==> src/rtl/iic_byte_writer.sv <==
`default_nettype none
// ============================================================================
// iic_byte_writer : I2C master byte write engine paced by a quarter-SCL tick
// Rev 1.0
// ============================================================================
module iic_byte_writer #(
  parameter int DW = 8
) (
  input  logic          clk,
  input  logic          rst,
  input  logic          tick,
  input  logic          start,
  input  logic          gen_start,
  input  logic          gen_stop,
  input  logic [DW-1:0] din,
  input  logic          sda_in,
  output logic          ready,
  output logic          done,
  output logic          ack_err,
  output logic          scl,
  output logic          sda_oe
);

  localparam int CW = (DW > 1) ? $clog2(DW) : 1;

  typedef enum logic [2:0] {
    S_IDLE  = 3'd0,
    S_START = 3'd1,
    S_BIT   = 3'd2,
    S_ACK   = 3'd3,
    S_STOP  = 3'd4
  } state_t;

  state_t        state_q, state_d;
  logic [1:0]    q_q, q_d;
  logic [CW-1:0] bit_q, bit_d;
  logic [DW-1:0] data_q, data_d;
  logic          stop_q, stop_d;
  logic          held_q, held_d;
  logic          ready_q, ready_d;
  logic          done_q, done_d;
  logic          ackerr_q, ackerr_d;
  logic          scl_q, scl_d;
  logic          oe_q, oe_d;

  // Line levels {scl, sda_oe} for a given segment/phase.
  function automatic logic [1:0] seg_out(state_t st, logic [1:0] q, logic b, logic held);
    logic [1:0] r;
    case (st)
      S_START: begin
        case (q)
          2'd0:    r = {~held, 1'b0};
          2'd1:    r = 2'b10;
          2'd2:    r = 2'b11;
          default: r = 2'b01;
        endcase
      end
      S_BIT:   r = {(q == 2'd1) || (q == 2'd2), ~b};
      S_ACK:   r = {(q == 2'd1) || (q == 2'd2), 1'b0};
      S_STOP: begin
        case (q)
          2'd0:    r = 2'b01;
          2'd1:    r = 2'b11;
          2'd2:    r = 2'b11;
          default: r = 2'b10;
        endcase
      end
      default: r = held ? 2'b01 : 2'b10;
    endcase
    return r;
  endfunction

  always_comb begin
    state_d  = state_q;
    q_d      = q_q;
    bit_d    = bit_q;
    data_d   = data_q;
    stop_d   = stop_q;
    held_d   = held_q;
    ready_d  = ready_q;
    done_d   = 1'b0;
    ackerr_d = ackerr_q;
    if (ready_q) begin
      if (start) begin
        data_d   = din;
        stop_d   = gen_stop;
        ackerr_d = 1'b0;
        ready_d  = 1'b0;
        q_d      = 2'd0;
        bit_d    = CW'(DW - 1);
        state_d  = gen_start ? S_START : S_BIT;
      end
    end else if (tick) begin
      q_d = q_q + 2'd1;
      if (state_q == S_ACK && q_q == 2'd1) ackerr_d = sda_in;
      if (q_q == 2'd3) begin
        case (state_q)
          S_START: state_d = S_BIT;
          S_BIT: begin
            if (bit_q == '0) state_d = S_ACK;
            else             bit_d   = bit_q - CW'(1);
          end
          S_ACK:   state_d = stop_q ? S_STOP : S_IDLE;
          default: state_d = S_IDLE;
        endcase
        if (state_d == S_IDLE) begin
          done_d  = 1'b1;
          ready_d = 1'b1;
          held_d  = ~stop_q;
        end
      end
    end
    // Outputs registered from the next segment/phase so they line up with it.
    {scl_d, oe_d} = seg_out(state_d, q_d, data_d[bit_d], held_d);
  end

  always_ff @(posedge clk) begin
    if (rst) begin
      state_q  <= S_IDLE;
      q_q      <= 2'd0;
      bit_q    <= '0;
      data_q   <= '0;
      stop_q   <= 1'b0;
      held_q   <= 1'b0;
      ready_q  <= 1'b1;
      done_q   <= 1'b0;
      ackerr_q <= 1'b0;
      scl_q    <= 1'b1;
      oe_q     <= 1'b0;
    end else begin
      state_q  <= state_d;
      q_q      <= q_d;
      bit_q    <= bit_d;
      data_q   <= data_d;
      stop_q   <= stop_d;
      held_q   <= held_d;
      ready_q  <= ready_d;
      done_q   <= done_d;
      ackerr_q <= ackerr_d;
      scl_q    <= scl_d;
      oe_q     <= oe_d;
    end
  end

  assign ready   = ready_q;
  assign done    = done_q;
  assign ack_err = ackerr_q;
  assign scl     = scl_q;
  assign sda_oe  = oe_q;

endmodule
`default_nettype wire

==> config.mk <==
export PLATFORM = sky130hd
export DESIGN_NAME = iic_byte_writer
export DESIGN_NICKNAME = d
export VERILOG_FILES = /design/src/rtl/iic_byte_writer.sv
export SDC_FILE = /design/constraint.sdc
export NUM_CORES = 1
export LEC_CHECK = 0
export ABC_CLOCK_PERIOD_IN_PS = 2700
export CAP_MARGIN = 20
export CORE_ASPECT_RATIO = 0.75
export CORE_MARGIN = 8
export CORE_UTILIZATION = 40
export DETAILED_ROUTE_END_ITERATION = 7
export PLACE_DENSITY_LB_ADDON = 0.05
export SLEW_MARGIN = 20
export SYNTH_ARGS = -nofsm -noshare
export SYNTH_HDL_FRONTEND = slang
export SYNTH_SLANG_ARGS = --single-unit
==> constraint.sdc <==
create_clock -name clk -period 2.7 [get_ports clk]
set_input_delay 0.27 -clock clk [delete_from_list [all_inputs] [get_ports clk]]
set_output_delay 0.27 -clock clk [all_outputs]
set_load 0.02 [all_outputs]
== Word level (Yosys, flattened, before mapping) ==
Cells that the tools add are included.
Word-level totals
  latch bits: 0
  bits in writable memories: 0
  register bits after elaboration: 23
  bits of input ports: 15
  memories: 0
  word-level logic and storage cells: 81
  output and inout port bits: 5
  memory bits (read-only): 0
Operators by class
  $lt $le $gt $ge: 1
  add/sub/neg operators: 2
  eq/ne operators: 12
  bitwise operators: 3
  multiplexer cells: 41
  multipliers: 0
  reduce and logical (&&, ||, !) cells: 11
  shift operators: 0
  divide/modulo/power cells: 0
Operators with widths (count)
  two-way mux 3 bit: 15
  two-way mux 8 bit: 2
  two-way mux 1 bit: 14
  == test 3 x 2 -> 1 bit (second input constant): 4
  two-way mux 2 bit: 5
  case mux 3 bit (3 select lines): 1
  case mux 2 bit (4 select lines): 1
  == test 3 x 1 -> 1 bit (second input constant): 2
  logical NOT 3 bit: 2
  case mux 2 bit (3 select lines): 1
  == test 2 x 1 -> 1 bit (second input constant): 2
  == test 2 bit (second input constant): 2
  < comparator 3 x 4 -> 1 bit (second input constant): 1
  case mux 2 bit (2 select lines): 1
  nonzero test 2 bit: 2
  OR reduction 2 bit: 2
  binary-select mux 1 bit (select 3 bit): 1
  == test 3 bit (second input constant): 1
  NOT 1 bit: 3
  AND reduction 3 bit: 1
  subtractor 3 x 1 -> 3 bit (second input constant): 1
  adder 2 x 1 -> 2 bit (second input constant): 1
  logical NOT 2 bit: 1
  inequality test 2 bit (second input constant): 1
  3 further kinds: 3

== Depth between registers and ports, before layout ==
Gate-level depths: netlist of the first run.
  depth after elaboration: 14
  mapped depth: 11
  gate-level depth less buffers: 11

== Worst setup path before layout of the first run ==
No wires, ideal clock.
  path type: reg-to-reg
  start point: register ready_q (netlist: ready)
  end point: register scl_q (netlist: scl)
  setup time: 0.114 ns
  data required time: 2.586 ns
  slack: 0.364 ns
  stages on the path, launching flop included: 11
  path buffers: 1
  data arrival time: 2.222 ns
  period minus slack after synthesis: 2.336 ns
  path through: dfxtp_1 > buf_2 > nor2b_1 > o21bai_1 > a21oi_1 > inv_1 > ha_1 > a21oi_1 > or3b_1 > a32o_1 > a21o_1
On the way
  longest elaborated chain between the ends: 5
  elaborated cells between the ends (all ways): 17
  classes of those cells: eq/ne: 6; mux: 7; bitwise: 1; reduce/logical: 3
RTL lines
  start: declaration: line 40  | logic ready_q, ready_d;
  start signal: assignment: line 137  | ready_q <= ready_d;
  two-way mux 2 bit (*): line 83  | if (ready_q) begin
  named net q_d[1]: line 35  | logic [1:0] q_q, q_d;
  == test 2 x 1 -> 1 bit or == test 2 bit (tied branches)
  OR reduction 2 bit (no source line)
  case mux 2 bit (2 select lines): line 61  | case (q)
  case mux 2 bit (4 select lines) (*): line 49  | case (st)
  end signal: assignment: line 140  | scl_q <= scl_d;
  end: declaration: line 43  | logic scl_q, scl_d;
Mark *: on every way through the listed nets, which the timed path passes. The rest lies on a longest branch.
A chain may end at the register's enable or synchronous reset.

== Worst setup path in the final report of the first run ==
Ends and elaborated chain as after synthesis.

==> run metrics, run 1 <==
maximum clock insertion buffer count=2; Setup violations, final=0; CTS Hold Bufs=0; CP max-delay cell=dfxtp_1; Worst VDD drop=0.000260 V; Starting Density=41.9%; dominant synthesized flop cell=dfxtp_1; Multi-input gate area=973 µm²; die span in x=87.8 µm; CTS clk-pin slew, worst paths=90 ps; design area=1820 µm²; final hold violation count=0; H-tree levels=1; CP Cell Sequence=nor2b_1 -> o21bai_1 -> a21oi_1 -> inv_1 -> ha_1 -> a21oi_1 -> or3b_1 -> a32o_1 -> a21o_1; period utilization=86.9%; First-pass DRT Iterations=4; Layout area overhead=18.1%; FF+latch area=460 µm²; Hold Path Depth=2; Port Buf Inserts=19; launching point of the worst reg2reg path=ready; Routed WL=3620 µm; Req. time, crit path=2860 ps; DRC viols=0; Antenna diodes=0; min-delay src=data_q[6]; core area=3680 µm²; FF-to-FF End=scl; Yosys reg bits=23; Setup TNS=0 ps; TritonCTS Buffers=3; critical path endpoint category=flip-flop; Cells after Synth=180; RSZ-0062 raised after global routing=no; vias in the first global route=1,245; distinct cell type count after synthesis=54; Final nets=224; fin crit period=2350 ps; largest net degree at the start of global routing=24; most frequent cell on the critical path=a21oi_1; Post-DP HPWL=2790 µm; sequential fraction of the synthesis area=29.8%; synthesized cell area=1550 µm²; Root Buffer Master=clkbuf_8; DRT iter0 DRCs=105; die area=6130 µm²; Syn Nets=203; area leader, netlist=dfxtp_1; I/O pin cnt=20; PwrDens=432 nW/µm²; Reg2Reg Setup Slack=350 ps; post-synth top area share=29.8%; antenna violations before repair=0; EDFF count, synth=0; post-DR vias/cell=5.23; detailed-route via count=1,317; CP Buf/Inv Count=1; hold endpoint=data_q[6]; FP Rows=19; # Post-CTS Setup Buffers=0; most frequent cells in the layout=nor2_1, dfxtp_1, clkdlybuf4s50_1; Routed WL per cell=14.3 µm; most common cell after layout, fill and taps aside=nor2_1; R2R cell count=9; Fillers=345; Setup CP Type=flip-flop to flip-flop; first-pass GRT wire length=6130 µm; Max-Cap Viols=0; top post-synthesis cells by area=dfxtp_1, ha_1, mux2i_1; Pins Over Slew Limit=0; final core occ=49.5%; CTS tree=yes; worst slew pin tran=498 ps; worst min path class=flip-flop to flip-flop; share of post-route cells with drive strength above 1=11.5%; Global Route Usage Sum=12.4%; Skew-Pair Late Insertion Delay=260 ps; CP peak stage delay=470 ps; die height=69.8 µm; post_cts resized=0; CP delay by family, top=compound AO/OA/AOI/OAI gates; Ys Warns=0; Max-slew headroom=66.7%; final hold slack=493 ps; antenna-violating nets left=0; fmax=0.426 GHz; status=finished clean; WP data arrival=2510 ps; Post-synth ARST share=0%; GR Overflow Total=0; syn avg cell area=8.58 µm²; GPL Wtd Cong=0.866; static leakage=0.745 nW; dpl cell area=1780 µm²; Sink Count=23; Fin Clk Skew=7.02 ps; crit-path max FO=15; Setup crit start kind=flip-flop
## flip-flops by register name (all words and copies together) (netlist names)
| register | flops |
|---|---|
| done | 1 |
| ack_err | 1 |
| ready | 1 |
| sda_oe | 1 |
| state_q | 3 |
| bit_q | 3 |
| q_q | 2 |
| data_q | 8 |
| stop_q | 1 |
| scl | 1 |
| held_q | 1 |
## cell usage after synthesis (2+ instances only)
cell type,count
a21boi_0,2
a21o_1,2
a21oi_1,8
and2_1,3
and3_1,2
buf_2,2
buf_6,4
clkbuf_1,3
dfxtp_1,23
ha_1,8
inv_1,10
mux2_2,2
mux2_4,2
mux2i_1,10
nand2_1,10
nand2b_1,2
nand3_1,5
nand3b_1,2
nand4_1,4
nor2_1,24
nor2b_1,7
o211ai_1,2
o21ai_0,11
xnor2_1,2
## layout make-up
| cell class | instances | area share, % |
|---|---|---|
| multi-input cells | 137 | 53.4 |
| well taps | 52 | 3.57 |
| inverters | 10 | 2.06 |
| repair buffers | 26 | 13.3 |
| flip-flops and latches | 23 | 25.2 |
| clock buffers | 4 | 2.47 |
## worst reg2reg max path: stages, from the launching register on
cell	delay, ps
dfxtp_1	470
nor2b_1	240
o21bai_1	150
a21oi_1	220
inv_1	90
ha_1	290
a21oi_1	40
or3b_1	380
a32o_1	210
a21o_1	150
## per-layer routing
layer | vias to the layer above | wire length, µm | track usage, %
li1 | 679 | - | -
met1 | 607 | 1890 | 17.7
met2 | 29 | 1490 | 17.6
met3 | 2 | 218 | 3.91
met4 | 0 | 20 | 2.28
met5 | - | 0 | 0
## logic make-up (layout without fill, tap and decap cells)
kind of cell / after synthesis / after routing / synth area share (%)
AOI/OAI and AO/OA: 39 / 39 / 18.2
adders and majority gates: 8 / 8 / 6.48
and+or+nand+nor: 73 / 73 / 26.4
muxes: 15 / 15 / 10.8
xor gates and xnor gates: 2 / 2 / 1.13
DFF: 23 / 23 / 29.8
buffers and inverters: 20 / 40 / 7.21
## power by group
group / switching, W / total, W / leakage, nW / internal, W
sequential: 0.0000194 / 0.000378 / 0.189 / 0.000359
combinational: 0.0000977 / 0.000192 / 0.533 / 0.0000947
clock: 0.000111 / 0.000217 / 0.0228 / 0.000105
## through the flow
step / setup WS, ps / instances / power, W
after global placement: 176 / 248 / 0.000573
after detailed placement: 92.5 / 248 / 0.000577
after CTS: 354 / 252 / 0.000800
after global routing: 106 / 252 / 0.000841
final: 353 / 252 / 0.000787
after floorplan: 364 / 180 / 0.000515
## worst max-delay path by stage
| stage | start | end | slack [ps] | cells after the start |
|---|---|---|---|---|
| CTS | ready | scl | 350 | 9 |
| floorplan | ready | scl | 360 | 10 |
| finish | ready | scl | 350 | 9 |
| global route | bit_q[0] | sda_oe | 110 | 9 |
| detailed placement | tick | scl | 90 | 9 |
| global placement | tick | scl | 180 | 9 |
(Power assumes the default switching activity.)
==> run 2: changes to the inputs <==
--- a/config.mk
+++ b/config.mk
@@ -5,7 +5,7 @@
 export SDC_FILE = /design/constraint.sdc
 export NUM_CORES = 1
 export LEC_CHECK = 0
-export ABC_CLOCK_PERIOD_IN_PS = 2700
+export ABC_CLOCK_PERIOD_IN_PS = 2300
 export CAP_MARGIN = 20
 export CORE_ASPECT_RATIO = 0.75
 export CORE_MARGIN = 8
==> constraint.sdc (replaced) <==
create_clock -name clk -period 2.3 [get_ports clk]
set_input_delay 0.23 -clock clk [delete_from_list [all_inputs] [get_ports clk]]
set_output_delay 0.23 -clock clk [all_outputs]
set_load 0.02 [all_outputs]
==> run 2 against run 1 <==
Net effect: die area is the same; critical path depth shrank 3; non-clock buffer count grew 19; cell area grew 8.2%; sequential share of layout area shrank 1.8 points; worst setup slack lost 220 ps; first-iteration DRC count shrank 30%; final cell count grew 7.5%; clock power grew 15%; clock skew shrank 3.4 ps; fmax grew 8.6%; routed wire length grew 4.3%.
==> run metrics, run 2 (synthesis results as in run 1) <==
CP Cell Sequence=ha_1 -> and4bb_1 -> and3_2 -> mux2_4 -> nor4_1 -> o31ai_2; crit-path max FO=5 (-10); Routed WL=3770 µm (+4.3%); post-DR vias/cell=5.05 (-3.3%); DRT iter0 DRCs=74 (-30%); Fin Clk Skew=3.59 ps (-3.43 ps); period utilization=94.0% (+7.1 points); largest reg by FF count=data_q; First-pass DRT Iterations=4 (unchanged); Root Buffer Master=clkbuf_8; Worst VDD drop=0.000355 V (+37%); status=finished clean; core area=3680 µm² (unchanged); H-tree levels=1 (unchanged); die area=6130 µm² (unchanged); Top Registers=data_q x8, bit_q x3, state_q x3; Layout area overhead=27.7%; static leakage=0.835 nW (+12%); dpl cell area=1930 µm² (+8.2%); PwrDens=478 nW/µm² (+11%); DRC viols=0 (unchanged); Non-Filler Instances=271 (+7.5%); most common cell after layout, fill and taps aside=buf_4; final hold violation count=0 (unchanged); share of post-route cells with drive strength above 1=20.5% (+9.0 points); Port Buf Inserts=19 (unchanged); Routed WL per cell=13.9 µm (-3.1%); Multi-input gate area=978 µm² (+0.51%); Fillers=335 (-2.9%); GPL Wtd Cong=0.909 (+5.0%); Antenna diodes=0 (unchanged); WP data arrival=2310 ps (-200 ps); fin crit period=2160 ps (-185 ps); die span in x=87.8 µm (unchanged); max FFs per register=8 (unchanged); CTS clk-pin slew, worst paths=80 ps (about the same); CTS Hold Bufs=0 (unchanged); Final nets=243 (+8.5%); fmax=0.463 GHz (+8.6%); RSZ-0062 raised after global routing=no; Max-slew headroom=77.8% (+11 points); Starting Density=41.9% (unchanged); Sink Count=23 (unchanged); CP max-delay cell=dfxtp_1; FF+latch area=462 µm² (+0.27%); CTS tree=yes; Post-DP HPWL=2980 µm (+6.8%); first-pass GRT wire length=6460 µm (+5.4%); Reg2Reg Setup Slack=140 ps (-220 ps); R2R cell count=6 (-3); Req. time, crit path=2450 ps (-410 ps); maximum clock insertion buffer count=2 (unchanged); design area=1970 µm² (+8.2%); antenna-violating nets left=0 (unchanged); FP Rows=19 (unchanged); launching point of the worst reg2reg path=q_q[0]; most frequent cells in the layout=buf_4, nor2_1, dfxtp_1; Setup violations, final=0 (unchanged); # Post-CTS Setup Buffers=0 (unchanged); largest net degree at the start of global routing=24 (unchanged); Skew-Pair Late Insertion Delay=260 ps (about the same); Hold Path Depth=2 (unchanged); Max-Cap Viols=0 (unchanged); hold endpoint=data_q[6]; worst slew pin tran=330 ps (-169 ps); worst min path class=flip-flop to flip-flop; CP peak stage delay=410 ps (-60 ps); placed cells=267 (+7.7%); antenna violations before repair=0 (unchanged); vias in the first global route=1,305 (+4.8%); Setup CP Type=flip-flop to flip-flop; Global Route Usage Sum=13.0% (+0.55 points); Setup crit start kind=flip-flop; Pins Over Slew Limit=0 (unchanged); FF-to-FF End=sda_oe; I/O pin cnt=20 (unchanged); critical path endpoint category=flip-flop; GR Overflow Total=0 (unchanged); min-delay src=data_q[6]; detailed-route via count=1,369 (+3.9%); TritonCTS Buffers=3 (unchanged); die height=69.8 µm (unchanged)
run 2: cell type report:
class / instances / area share [%]
multi-input combinational: 137 / 49.6
clock buffer: 4 / 2.28
tap: 52 / 3.30
sequential: 23 / 23.4
timing repair buffer: 45 / 19.5
inverter: 10 / 1.90
run 2: worst max-delay path by stage:
stage,startpoint,endpoint,slack (ps),cells after the start
after global placement,start,scl,-50,10
after detailed placement,start,scl,-100,10
after global routing,q_q[0],sda_oe,7,8
after CTS,q_q[0],sda_oe,80,6
after floorplan,ready,scl,30,10
final,q_q[0],sda_oe,140,6
run 2: metrics by stage:
stage	worst slack, ps	util [%]	hold WS (ps)	power [W]	setup TNS [ps]
final	138	53.5	502	0.000944	0
after global routing	6.76	53.5	530	0.00100	0
after CTS	81.5	53.5	501	0.000956	0
after detailed placement	-95.6	52.3	482	0.000701	-133
after global placement	-55.0	52.3	478	0.000699	-81.0
after floorplan	30.0	-	302	0.000605	0
run 2: per-layer routing:
layer / routed length, µm / track usage (%)
met1: 2000 / 19.1
met4: 11 / 1.52
met2: 1530 / 18.1
met3: 232 / 3.79
met5: 0 / 0
run 2: timing repair:
| action | 4_1_cts | 5_1_grt |
|---|---|---|
| hold endpoints to repair | 0 | 0 |
| resized for setup | 0 | 2 |
| setup endpoints to repair | 0 | 2 |
run 2: power breakdown:
group | total, W | leakage [nW] | switching [W] | internal, W
registers | 0.000438 | 0.189 | 0.0000167 | 0.000422
clock network | 0.000250 | 0.0228 | 0.000127 | 0.000124
logic | 0.000255 | 0.623 | 0.000124 | 0.000131
total | 0.000944 | 0.835 | 0.000268 | 0.000677
run 2: critical path: cells and delay by family, from the launching register on:
family | cells | cell delay (ps)
AND/OR/NAND/NOR | 3 | 890
flip-flops | 1 | 410
AO/OA/AOI/OAI | 1 | 110
adder cells (fa/ha/maj) | 1 | 300
multiplexers | 1 | 340
